**config.mk**
```make
export PLATFORM = sky130hd
export DESIGN_NAME = pll_rst_seq
export DESIGN_NICKNAME = d
export VERILOG_FILES = /design/src/rtl/pll_rst_seq.sv
export SDC_FILE = /design/constraint.sdc
export NUM_CORES = 1
export LEC_CHECK = 0
export ABC_AREA = 0
export CORE_MARGIN = 1
export CORE_UTILIZATION = 65
export CTS_BUF_LIST = sky130_fd_sc_hd__clkbuf_4 sky130_fd_sc_hd__clkbuf_8
export DETAILED_ROUTE_END_ITERATION = 7
export GPL_TIMING_DRIVEN = 0
export PLACE_DENSITY = 0.86
export SLEW_MARGIN = 30
export SYNTH_ARGS = -nofsm -noshare
export SYNTH_HDL_FRONTEND = slang
export SYNTH_SLANG_ARGS = --single-unit
```
**constraint.sdc**
```tcl
create_clock -name clk -period 4.1 [get_ports clk]
set_input_delay 0.82 -clock clk [delete_from_list [all_inputs] [get_ports clk]]
set_output_delay 0.82 -clock clk [all_outputs]
set_load 0.01 [all_outputs]
```
**src/rtl/pll_rst_seq.sv**
```systemverilog
// pll_rst_seq: consumer-side PLL supervisory sequencer.
// It pulses the PLL reset and waits for the PLL to lock. Lock only counts once
// it has stayed up for a set number of cycles. If lock does not arrive in time,
// the PLL is reset again. After the allowed number of retries the sequencer
// parks in FAIL with the PLL powered down. Downstream logic gets a stretched
// synchronous reset that is released only after lock is qualified.
// Runs on the free-running reference clock. rst_n is synchronous, active-low.
//
// Optional build macro: PLL_RST_SEQ_LOSS_FILT_EN
//   Defined   : in RUN, lock must read low for LOSS_FILT_CYC consecutive
//               cycles before the loss is acted on.
//   Undefined : a single low cycle of synchronized lock in RUN is a loss.

module pll_rst_seq #(
    parameter int RST_PULSE_CYC    = 16,
    parameter int LOCK_TIMEOUT_CYC = 100000,
    parameter int LOCK_STABLE_CYC  = 1024,
    parameter int RST_HOLD_CYC     = 64,
    parameter int MAX_RETRY        = 3,
    parameter int LOSS_FILT_CYC    = 8,
    localparam int RETRY_W = (MAX_RETRY > 0) ? $clog2(MAX_RETRY + 1) : 1
) (
    input  logic               clk,
    input  logic               rst_n,
    input  logic               pll_lock_i,
    input  logic               relock_req_i,
    output logic               pll_rst_o,
    output logic               pll_pwd_o,
    output logic               sys_rst_n_o,
    output logic [2:0]         state_o,
    output logic [RETRY_W-1:0] retry_cnt_o,
    output logic               lock_lost_o,
    output logic               fail_o
);

    // RESET and HOLD share one phase counter, so it is sized for the longer
    // of the two phases.
    localparam int PHASE_MAX = (RST_PULSE_CYC > RST_HOLD_CYC) ? RST_PULSE_CYC : RST_HOLD_CYC;
    localparam int PHASE_W   = (PHASE_MAX > 1) ? $clog2(PHASE_MAX) : 1;
    localparam int TMO_W     = $clog2(LOCK_TIMEOUT_CYC + 1);
    localparam int STB_W     = $clog2(LOCK_STABLE_CYC + 1);

    localparam logic [PHASE_W-1:0] PULSE_LAST = PHASE_W'(RST_PULSE_CYC - 1);
    localparam logic [PHASE_W-1:0] HOLD_LAST  = PHASE_W'(RST_HOLD_CYC - 1);
    localparam logic [TMO_W-1:0]   TMO_LAST   = TMO_W'(LOCK_TIMEOUT_CYC - 1);
    localparam logic [TMO_W-1:0]   TMO_SAT    = TMO_W'(LOCK_TIMEOUT_CYC);
    localparam logic [STB_W-1:0]   STB_LAST   = STB_W'(LOCK_STABLE_CYC - 1);

    typedef enum logic [2:0] {
        ST_RESET     = 3'd0,
        ST_WAIT_LOCK = 3'd1,
        ST_STABLE    = 3'd2,
        ST_HOLD      = 3'd3,
        ST_RUN       = 3'd4,
        ST_FAIL      = 3'd5
    } state_t;

    state_t               state_q, state_d;
    logic [PHASE_W-1:0]   phase_q, phase_d;
    logic [TMO_W-1:0]     tmo_q, tmo_d;
    logic [STB_W-1:0]     stable_q, stable_d;
    logic [RETRY_W-1:0]   retry_q, retry_d;
    logic                 lost_q, lost_d;
    logic                 lock_meta;
    logic                 lock_s;
    logic                 retry_ok;
    logic                 tmo_hit;
    state_t               tmo_state;
    logic [RETRY_W-1:0]   tmo_retry;
    logic [TMO_W-1:0]     tmo_inc;

`ifdef PLL_RST_SEQ_LOSS_FILT_EN
    localparam int FILT_W = $clog2(LOSS_FILT_CYC + 1);
    localparam logic [FILT_W-1:0] FILT_LAST = FILT_W'(LOSS_FILT_CYC - 1);

    logic [FILT_W-1:0]    filt_q, filt_d;
`else
    // The filter length only matters when the loss filter is built in.
    logic [31:0]          unused_loss_filt;
    assign unused_loss_filt = LOSS_FILT_CYC;
`endif

    // The timeout outcome is the same from WAIT_LOCK and STABLE. Either
    // retry through RESET with one more failed attempt, or give up in FAIL.
    assign retry_ok  = int'(retry_q) < MAX_RETRY;
    assign tmo_hit   = (tmo_q == TMO_LAST);
    assign tmo_state = retry_ok ? ST_RESET : ST_FAIL;
    assign tmo_retry = retry_ok ? retry_q + RETRY_W'(1) : retry_q;
    // The timeout counter saturates instead of wrapping.
    assign tmo_inc   = (tmo_q == TMO_SAT) ? tmo_q : tmo_q + TMO_W'(1);

    // Two-flop synchronizer for the asynchronous PLL lock; only lock_s is used below.
    always_ff @(posedge clk) begin
        if (!rst_n) begin
            lock_meta <= 1'b0;
            lock_s    <= 1'b0;
        end else begin
            lock_meta <= pll_lock_i;
            lock_s    <= lock_meta;
        end
    end

    // Next-state and counter logic; a relock request overrides everything else.
    always_comb begin
        state_d  = state_q;
        phase_d  = phase_q;
        tmo_d    = tmo_q;
        stable_d = stable_q;
        retry_d  = retry_q;
        lost_d   = lost_q;
`ifdef PLL_RST_SEQ_LOSS_FILT_EN
        filt_d   = '0;
`endif

        if (relock_req_i) begin
            state_d = ST_RESET;
            retry_d = '0;
        end else begin
            unique case (state_q)
                ST_RESET: begin
                    if (phase_q == PULSE_LAST) begin
                        state_d  = ST_WAIT_LOCK;
                        tmo_d    = '0;
                        stable_d = '0;
                    end else begin
                        phase_d = phase_q + PHASE_W'(1);
                    end
                end

                ST_WAIT_LOCK: begin
                    tmo_d = tmo_inc;
                    if (tmo_hit) begin
                        state_d = tmo_state;
                        retry_d = tmo_retry;
                    end else if (lock_s) begin
                        stable_d = STB_W'(1);
                        state_d  = (LOCK_STABLE_CYC == 1) ? ST_HOLD : ST_STABLE;
                    end
                end

                ST_STABLE: begin
                    tmo_d = tmo_inc;
                    if (tmo_hit) begin
                        state_d = tmo_state;
                        retry_d = tmo_retry;
                    end else if (!lock_s) begin
                        state_d  = ST_WAIT_LOCK;
                        stable_d = '0;
                    end else if (stable_q == STB_LAST) begin
                        state_d = ST_HOLD;
                    end else begin
                        stable_d = stable_q + STB_W'(1);
                    end
                end

                ST_HOLD: begin
                    if (!lock_s) begin
                        state_d = ST_RESET;
                    end else if (phase_q == HOLD_LAST) begin
                        state_d = ST_RUN;
                        retry_d = '0;
                    end else begin
                        phase_d = phase_q + PHASE_W'(1);
                    end
                end

                ST_RUN: begin
`ifdef PLL_RST_SEQ_LOSS_FILT_EN
                    if (lock_s) begin
                        filt_d = '0;
                    end else if (filt_q == FILT_LAST) begin
                        lost_d  = 1'b1;
                        state_d = ST_RESET;
                    end else begin
                        filt_d = filt_q + FILT_W'(1);
                    end
`else
                    if (!lock_s) begin
                        lost_d  = 1'b1;
                        state_d = ST_RESET;
                    end
`endif
                end

                ST_FAIL: begin
                    state_d = ST_FAIL;
                end

                default: begin
                    state_d = ST_RESET;
                end
            endcase
        end

        // Every phase starts counting from zero, including a restarted RESET.
        if ((state_d != state_q) || relock_req_i) begin
            phase_d = '0;
        end
    end

    // State and counter registers.
    always_ff @(posedge clk) begin
        if (!rst_n) begin
            state_q  <= ST_RESET;
            phase_q  <= '0;
            tmo_q    <= '0;
            stable_q <= '0;
            retry_q  <= '0;
            lost_q   <= 1'b0;
        end else begin
            state_q  <= state_d;
            phase_q  <= phase_d;
            tmo_q    <= tmo_d;
            stable_q <= stable_d;
            retry_q  <= retry_d;
            lost_q   <= lost_d;
        end
    end

`ifdef PLL_RST_SEQ_LOSS_FILT_EN
    // Consecutive-low counter for the RUN lock-loss filter.
    always_ff @(posedge clk) begin
        if (!rst_n) begin
            filt_q <= '0;
        end else begin
            filt_q <= filt_d;
        end
    end
`endif

    // Output flops decode the next state, so each output changes on the same edge as the state.
    always_ff @(posedge clk) begin
        if (!rst_n) begin
            pll_rst_o   <= 1'b1;
            pll_pwd_o   <= 1'b0;
            sys_rst_n_o <= 1'b0;
            fail_o      <= 1'b0;
        end else begin
            pll_rst_o   <= (state_d == ST_RESET) || (state_d == ST_FAIL);
            pll_pwd_o   <= (state_d == ST_FAIL);
            sys_rst_n_o <= (state_d == ST_RUN);
            fail_o      <= (state_d == ST_FAIL);
        end
    end

    assign state_o     = state_q;
    assign retry_cnt_o = retry_q;
    assign lock_lost_o = lost_q;

endmodule

```
==> summary.txt, run 1 <==
Critical path
  – Slowest-stage cell, CP: clkdlybuf4s50_1
  – CP Capture Type: flop
  – CP max stage delay: around 0.5 ns
  – Setup CP Type: in -> reg
  – Critical path startpoint category: primary input
  – Worst EP required: 4.33 ns
  – Top fanout value on the critical path: 7
  – Arr. time, crit path: 3.07 ns
  – CP cell instances: clkdlybuf4s50_1 > or2_2 > a311o_1 > or2_1 > buf_2 > or4_1 > a21boi_1
  – Worst path buffer plus inverter count: 2
  – Crit path max-delay family: simple AND/OR/NAND/NOR gates

Detailed routing
  – Drt drc: 0
  – Routed via count: 2,469
  – Avg Vias per Cell: 6.50
  – Detail-routed net length per standard cell: 16.4 um
  – Post-DRT Antenna Nets: 0
  – TritonRoute pass-1 iters: 5
  – Initial DRC Count: 198
  – Final wirelength: 6240 um

Worst hold path
  – Hold Path Class: reg -> reg

Status
  – Status: finished clean

CTS
  – Total setup buffers inserted after CTS: 0
  – Worst-path clk slew: 0.08 ns
  – H-tree depth: 2
  – CTS Sinks: 45
  – Clk Tree Root Cell: clkbuf_8
  – Clock Latency Late Sink: 0.30 ns
  – Post-CTS Resized: 0
  – Worst-case clock buffer depth: 2
  – CTS tree: built
  – Hold_buf cts: 0
  – CTS Buf Count: 5

Yosys
  – Synthesized net count: 321
  – Mean post-synth cell area: between 8 and 9 um^2
  – Async set-reset flop share out of synthesis: 0%
  – EDFF count, synth: 0
  – Cells after Synth: 312
  – Share of the synthesized area in the top cell type: between 30% and 40%
  – Most area-hungry cell type in the Yosys netlist: dfxtp_1
  – Post-synth top flop: dfxtp_1
  – Cell Area, Synth: 0.00255 mm^2
  – YS warnings: 0
  – Yosys reg bits: 45
  – Sequential share of the synthesized area: approximately a third
  – Synth area leaders: dfxtp_1 (35%), nor2_1 (5.1%), xor2_1 (3.4%)
  – Cell variety after synth: 59

Timing
  – RSZ-0062 raised after global routing: false
  – Worst Tran Pin Value: 0.795 ns
  – Fin. max-slew vios: 0
  – Final setup vio count: 0
  – Highest clock rate: 0.352 GHz
  – Setup TNS: 0 ns
  – Clock skew: 0.00609 ns
  – Worst slew margin relative to its limit: 46.5%
  – Tcrit/Tclk final: 69.4%
  – Min Tclk post-route: 2.84 ns
  – Final Hold Fails: 0
  – Worst setup margin: 1.26 ns

Run
  – Max-cap check violation count: 0

Cells and area
  – Design area: 0.00283 mm^2
  – P&R area growth vs syn: 11.0%
  – Nets: 341
  – Ratio of cells with drive above 1 in the final layout: 6.63%
  – Antenna diodes: 0

Power
  – VDD IR-drop max: around 0.25 mV
  – Leakage: slightly below 1 nW
  – PD cells: 262 mW/mm^2

Floorplanning
  – Die extent in x: roughly 65 um
  – Core area: 0.00372 mm^2
  – Starting density of the core: 68.7%
  – # IOs: 14
  – Die Area: about 0.0042 mm^2
  – Placement Rows: 22
  – Die height: roughly 65 um

Global route
  – First-pass GRT wire length: around 11,000 um
  – GRT Util Overall: about a third
  – Largest net degree at the start of global routing: 14
  – Vias in the first global route: 2,304
  – Initial antenna violation count: 0
  – Grt total ovfl: 0

Place
  – DP Area: between 0.002 and 0.003 mm^2
  – Final HPWL DP: around 4600 um
  – IO buf count: 13
  – Placer's final routability congestion estimate: around 1.0
  – Place WS: 1.02 ns
[Yosys cell counts, drive strengths merged, types with 2 or more instances]
cell and number:
a41oi 2, o31ai 5, o211ai 6, nand2b 3
nor2 35, nor3 10, nor2b 5, nor3b 2
or3 6, nor4 7, a21boi 2, dfxtp 45
clkbuf 10, o21a 2, a311o 2, a31oi 6
a21oi 12, a211oi 2, buf 5, xnor2 8
a21o 2, nand2 22, nand4 10, inv 9
or4 3, and4 2, ha 5, mux2i 3
or2 3, and2 10, and3 9, nand3 14
xor2 10, and3b 2, nand4b 3, o21ai 16
[routing by layer]
layer	wire length (um)	up-vias	track usage [%]
li1	-	1185	-
met1	2690	1162	41.8
met2	3000	109	57.5
met3	447	13	7.04
met4	101	0	8.06
met5	0	-	0
[path summary, 6_finish.rpt]
path,from,end,slack (ns),cells after the start
setup / recovery,relock_req_i,stable_q[7],1.26,7
hold / removal,lock_meta,lock_s,0.44,1
setup reg to reg,tmo_q[0],stable_q[8],1.60,7
hold reg to reg,lock_meta,lock_s,0.44,1
[through the flow]
step	instances	power [mW]	utilization, %	hold WS (ns)
floorplan	312	0.464	-	0.412
global placement	373	0.473	73.8	0.414
detailed placement	373	0.474	73.8	0.422
CTS	380	0.746	76.2	0.440
global route	380	0.773	76.2	0.473
finish	380	0.743	76.2	0.438
[flip-flops by register name, indices dropped and copies added (netlist names)]
name         count
fail_o           1
lock_lost_o      1
lock_meta        1
lock_s           1
phase_q          6
pll_rst_o        1
retry_cnt_o      2
stable_q        11
state_o          3
sys_rst_n_o      1
tmo_q           17
[cells by family (layout without fill, tap and decap cells)]
logic type / count (synthesis) / in the layout / synth area share [%]
simple gates: 149 / 149 / 32.3
compound gates: 68 / 68 / 18.8
flops: 45 / 45 / 35.3
buf+inv: 24 / 44 / 3.82
xor+xnor: 18 / 18 / 6.18
fa+ha+maj: 5 / 5 / 2.45
mux: 3 / 3 / 1.18
[layout make-up]
class,count,area [um^2]
inverter,9,33.8
fill,295,883
sequential,45,901
buffer,15,63.8
tap,48,60.1
multi-input combinational,243,1550
clock buffer,6,82.6
clock inverter,1,7.51
timing repair buffer,13,130
[where the power goes]
group / internal [mW] / total, mW / switching [mW] / leakage, nW
registers: 0.438 / 0.439 / 0.00122 / 0.363
logic: 0.00882 / 0.0242 / 0.0154 / 0.577
clock network: 0.133 / 0.280 / 0.147 / 0.0433
[layout by cell type (no fill, tap or decap), types with 8 or more instances in the layout]
cell type and n:
a21oi_1 12, and2_1 10, and3_1 9, clkbuf_1 10
clkdlybuf4s50_1 13, dfxtp_1 45, inv_1 9, nand2_1 22
nand3_1 14, nand4_1 10, nor2_1 35, nor3_1 10
o21ai_0 14, xnor2_1 8, xor2_1 10
No activity file was read; power rests on OpenSTA's default activity.
==> inputs of run 2 (changes only) <==
--- a/config.mk
+++ b/config.mk
@@ -7,11 +7,11 @@
 export LEC_CHECK = 0
 export ABC_AREA = 0
 export CORE_MARGIN = 1
-export CORE_UTILIZATION = 65
+export CORE_UTILIZATION = 62
 export CTS_BUF_LIST = sky130_fd_sc_hd__clkbuf_4 sky130_fd_sc_hd__clkbuf_8
 export DETAILED_ROUTE_END_ITERATION = 7
 export GPL_TIMING_DRIVEN = 0
-export PLACE_DENSITY = 0.86
+export PLACE_DENSITY = 0.82
 export SLEW_MARGIN = 30
 export SYNTH_ARGS = -nofsm -noshare
 export SYNTH_HDL_FRONTEND = slang
==> constraint.sdc (replaced) <==
create_clock -name clk -period 3 [get_ports clk]
set_input_delay 0.6 -clock clk [delete_from_list [all_inputs] [get_ports clk]]
set_output_delay 0.6 -clock clk [all_outputs]
set_load 0.01 [all_outputs]
==> run 2 against run 1 <==
Final cell count unchanged. Sequential power grew 37%. Wire length is 7.2% lower. Highest routed layer unchanged. Critical endpoint unchanged.
==> summary.txt, run 2 (synthesis results as in run 1) <==
Status
  – Status: finished clean

Critical path
  – Setup CP Type: in -> reg
  – Worst EP required: ~3.2 ns
  – R2R Setup Slk: 0.56 ns
  – Worst R2R End: stable_q[7]
  – Top fanout value on the critical path: 7
  – Arr. time, crit path: 2.83 ns
  – Critical path startpoint category: primary input
  – Worst r2r path cells: 8
  – Worst reg2reg startpoint: phase_q[0]
  – CP Capture Type: flop

Floorplanning
  – Die Area: ~0.0044 mm^2
  – Placement Rows: 22
  – Core area: ~0.0038 mm^2
  – # IOs: 14
  – Die extent in x: 66.2 um
  – Starting density of the core: 67.2%
  – Die height: approximately 66 um

Detailed routing
  – Post-DRT Antenna Nets: 0
  – Initial DRC Count: 210
  – Routed via count: 2,394
  – Drt drc: 0
  – TritonRoute pass-1 iters: 5
  – Avg Vias per Cell: 6.30
  – Final wirelength: 5800 um
  – Detail-routed net length per standard cell: 15.3 um

CTS
  – Hold_buf cts: 0
  – Clock Latency Late Sink: 0.30 ns
  – CTS Sinks: 45
  – Post-CTS Resized: 0
  – CTS tree: built
  – H-tree depth: 2
  – Worst-case clock buffer depth: 2
  – Total setup buffers inserted after CTS: 0
  – CTS Buf Count: 5
  – Worst-path clk slew: 0.08 ns
  – Clk Tree Root Cell: clkbuf_8

Worst hold path
  – Hold Path Sink: lock_s
  – Hold Path Class: reg -> reg
  – HP Start: lock_meta
  – Hold Crit Depth: 1

Cells and area
  – Max reg flops: 17
  – Most flops, register: tmo_q
  – Ratio of cells with drive above 1 in the final layout: 6.63%
  – P&R area growth vs syn: 11.0%
  – Post-Layout Cell Count: 380
  – Commonest cells after routing, fill and taps aside: dfxtp_1 (45), nor2_1 (35), nand2_1 (22)
  – Commonest non-fill, non-tap cell in the layout: dfxtp_1
  – Design area: 0.00283 mm^2
  – Nets: 341
  – Top flop regs: tmo_q: 17 flops, stable_q: 11 flops, phase_q: 6 flops
  – Antenna diodes: 0
  – Final Core Density: 74.6%

Power
  – Leakage: 0.983 nW
  – VDD IR-drop max: 0.305 mV
  – Reg power frac: roughly 59%
  – Comb pwr share: 3.3%
  – Switch Pwr: 219 uW
  – Clock Power Share: 37.4%
  – Switching part of the total power: 21.7%
  – PD cells: 357 mW/mm^2
  – P_int: 793 uW

Timing
  – Clock skew: 0.00964 ns
  – Tcrit/Tclk final: approximately 87%
  – Final Hold Fails: 0
  – Setup TNS: 0 ns
  – Fin. max-slew vios: 0
  – Highest clock rate: a little under 0.4 GHz
  – Final setup vio count: 0
  – Worst Tran Pin Value: 0.784 ns
  – RSZ-0062 raised after global routing: false
  – Worst slew margin relative to its limit: 47.2%
  – Min Tclk post-route: 2.60 ns

Place
  – Final HPWL DP: 4240 um
  – Placed Cells incl. Taps: 373
  – Placer's final routability congestion estimate: a little over 1
  – DP Area: 0.00274 mm^2
  – IO buf count: 13

Global route
  – Vias in the first global route: between 2k and 2.5k
  – Largest net degree at the start of global routing: 14
  – Grt total ovfl: 0
  – First-pass GRT wire length: 10,100 um
  – Initial antenna violation count: 0
  – GRT Util Overall: 30.4%

Run
  – Max-cap check violation count: 0
==> run 2: cell counts in the layout (fill, tap and decap cells not counted) <==
No cell type changed its count.
==> run 2: routing by layer <==
layer  track usage (%)  routed length (um)  vias to the layer above  part of all wire (%)
met5                 0                   0                        -                     0
met4              11.2                  93                        0                   1.6
met3              8.45                 394                       11                   6.8
met2              47.8                2630                       97                    45
met1              39.4                2680                     1100                    46
li1                  -                   -                     1186                     -
==> run 2: power by group through the flow <==
stage	sequential (mW)	combinational [mW]	clock [mW]
after global routing	0.601	0.0359	0.412
after CTS	0.600	0.0329	0.389
final	0.600	0.0334	0.378
after global placement	0.615	0.0321	0
after floorplan	0.614	0.0206	0
after detailed placement	0.615	0.0328	0
==> run 2: area by class of cell <==
type	count	area [um^2]
buffer	15	63.8
clock buffer	6	82.6
clock inverter	1	7.51
fill	302	966
inverter	9	33.8
multi-input combinational	243	1550
sequential	45	901
tap	48	60.1
timing repair buffer	13	130
==> run 2: worst max-delay path by stage <==
| stage | start | endpoint | cells after the start |
|---|---|---|---|
| CTS | relock_req_i | stable_q[7] | 7 |
| global route | relock_req_i | stable_q[7] | 7 |
| finish | relock_req_i | stable_q[7] | 7 |
| detailed placement | relock_req_i | stable_q[7] | 7 |
| global placement | relock_req_i | stable_q[7] | 7 |
| floorplan | relock_req_i | stable_q[7] | 6 |
==> run 2: per-stage QoR <==
stage | hold slack (ns) | power [mW] | worst slack [ns]
global placement | 0.415 | 0.647 | 0.128
detailed placement | 0.422 | 0.647 | 0.129
global route | 0.463 | 1.05 | 0.302
finish | 0.437 | 1.01 | 0.401
CTS | 0.441 | 1.02 | 0.424
floorplan | 0.412 | 0.635 | 0.836
==> run 2: worst max-delay path: stages <==
cell and delay [ns]:
clkdlybuf4s50_1 0.52, or2_2 0.37, a311o_1 0.37, or2_1 0.25
buf_2 0.16, or4_1 0.40, a21boi_1 0.16
==> inputs of run 3 (changes only) <==
--- a/config.mk
+++ b/config.mk
@@ -7,11 +7,11 @@
 export LEC_CHECK = 0
 export ABC_AREA = 0
 export CORE_MARGIN = 1
-export CORE_UTILIZATION = 62
-export CTS_BUF_LIST = sky130_fd_sc_hd__clkbuf_4 sky130_fd_sc_hd__clkbuf_8
+export CORE_UTILIZATION = 59
+export CTS_BUF_LIST = sky130_fd_sc_hd__clkbuf_16
 export DETAILED_ROUTE_END_ITERATION = 7
 export GPL_TIMING_DRIVEN = 0
-export PLACE_DENSITY = 0.82
+export PLACE_DENSITY = 0.79
 export SLEW_MARGIN = 30
 export SYNTH_ARGS = -nofsm -noshare
 export SYNTH_HDL_FRONTEND = slang
==> run 3 against run 2 <==
Flip-flop and latch count stayed put. Sequential power hardly changed. Critical path type unchanged. Non-clock buffer count stayed put. Register-to-register slack got worse by 0.03 ns. Via count increased by 0.84%. Combinational power is 2% higher. Clock skew down 0.0057 ns. Worst setup slack improved by 0.014 ns. Power rose by 24%. Wire length grew 4.0%.
==> summary.txt, run 3 (synthesis results as in run 1) <==
CTS
  – H-tree depth: 2
  – Clk Tree Root Cell: clkbuf_16
  – CTS tree: built
  – Hold_buf cts: 0
  – CTS Sinks: 45
  – Worst-case clock buffer depth: 2
  – Clock Latency Late Sink: 0.29 ns
  – Worst-path clk slew: 0.06 ns
  – CTS Buf Count: 5
  – Total setup buffers inserted after CTS: 0
  – Post-CTS Resized: 0

Detailed routing
  – Final wirelength: 6030 um
  – Drt drc: 0
  – Detail-routed net length per standard cell: 15.7 um
  – TritonRoute pass-1 iters: 5
  – Post-DRT Antenna Nets: 0
  – Avg Vias per Cell: 6.30
  – Routed via count: 2,414
  – Initial DRC Count: 230

Timing
  – Hold_ws: 0.442 ns
  – Final setup vio count: 0
  – Worst Tran Pin Value: 0.756 ns
  – Min Tclk post-route: 2.58 ns
  – Tcrit/Tclk final: a little under nine tenths
  – Clock skew: 0.00397 ns
  – Fin. max-slew vios: 0
  – Setup TNS: 0 ns
  – Final Hold Fails: 0
  – Worst slew margin relative to its limit: 48.9%
  – RSZ-0062 raised after global routing: false
  – Highest clock rate: 0.387 GHz

Power
  – VDD IR-drop max: approximately 0.33 mV
  – Leakage: 1.02 nW
  – PD cells: about 430 mW/mm^2
  – PnR Total Power: 1.26 mW

Global route
  – Largest net degree at the start of global routing: 15
  – Initial antenna violation count: 0
  – Vias in the first global route: 2,151
  – Grt total ovfl: 0
  – GRT Util Overall: 28.8%
  – First-pass GRT wire length: 9960 um

Place
  – IO buf count: 13
  – DP Area: 0.00275 mm^2
  – Final HPWL DP: approximately 4300 um
  – Placer's final routability congestion estimate: about 0.9

Critical path
  – Setup CP Type: in -> reg
  – Critical Path Source: relock_req_i
  – CP max stage delay: 0.51 ns
  – Critical path startpoint category: primary input
  – Worst reg2reg startpoint: tmo_q[11]
  – R2R Setup Slk: 0.53 ns
  – Worst EP required: about 3.2 ns
  – Top fanout value on the critical path: 7
  – Slowest-stage cell, CP: clkdlybuf4s50_1
  – CP cell instances: clkdlybuf4s50_1 > or2_2 > a311o_1 > or2_1 > buf_2 > or4_1 > a21boi_1
  – Arr. time, crit path: 2.81 ns
  – CP Capture Type: flop

Cells and area
  – Antenna diodes: 0
  – Commonest cells after routing, fill and taps aside: dfxtp_1 (45), nor2_1 (35), nand2_1 (22)
  – Design area: 0.00292 mm^2
  – Max reg flops: 17
  – P&R area growth vs syn: 14.3%
  – Nets: 341
  – Commonest non-fill, non-tap cell in the layout: dfxtp_1
  – Top flop regs: tmo_q: 17 flops, stable_q: 11 flops, phase_q: 6 flops
  – Ratio of cells with drive above 1 in the final layout: 6.91%
  – Most flops, register: tmo_q

Worst hold path
  – HP Start: lock_meta
  – Hold Path Class: reg -> reg

Floorplanning
  – Die extent in x: 67.8 um
  – Placement Rows: 23
  – Core area: 0.00409 mm^2
  – Starting density of the core: approximately 62%
  – Die height: 67.8 um
  – # IOs: 14
  – Die Area: between 0.004 and 0.005 mm^2

Run
  – Max-cap check violation count: 0

Status
  – Status: finished clean
run 3: changes by cell type in the layout (fill, tap and decap cells not counted):
cell / before / now
bufinv_16: 0 / 1
clkbuf_8: 6 / 0
nor4_2: 1 / 2
clkinv_1: 0 / 1
nor4_1: 5 / 4
clkbuf_16: 0 / 5
run 3: metal layers:
metal	track usage, %	up-vias	part of all wire, %
met3	7.26	12	5.4
met1	38.0	1138	47
met5	0	-	0
li1	-	1181	-
met4	11.2	0	1.6
met2	44.7	83	46
run 3: where the power goes:
part	total [mW]	switching (mW)	internal, mW
Combinational	0.0341	0.0219	0.0122
Sequential	0.601	0.00149	0.600
Clock	0.623	0.233	0.390
Total	1.26	0.257	1.00
run 3: final timing paths:
path                 endpoint  cells past startpoint
setup / recovery  stable_q[7]                      7
hold / removal         lock_s                      1
setup reg to reg   phase_q[1]                      6
hold reg to reg        lock_s                      1
run 3: area by class of cell:
type                            count  area (um^2)
Sequential cell                    45          901
Timing Repair Buffer               13          130
Clock buffer                        5          125
Inverter                            9         33.8
Fill cell                         347         1170
Multi-Input combinational cell    243         1560
Buffer                             15         63.8
Clock inverter                      3         41.3
Tap cell                           50         62.6
run 3: worst max-delay path, delay by kind of cell:
kind                   cells  cell delay (ns)
buffers and inverters      2             0.67
AO/OA/AOI/OAI              2             0.52
AND/OR/NAND/NOR            3             1.01
run 3: through the flow:
step                      instances  setup WS [ns]  utilization, %
final                           383          0.416            71.4
after global routing            383          0.329            71.4
after CTS                       383          0.434            71.2
after detailed placement        375          0.148            67.2
after global placement          375          0.141            67.2
after floorplan                 312          0.836               -
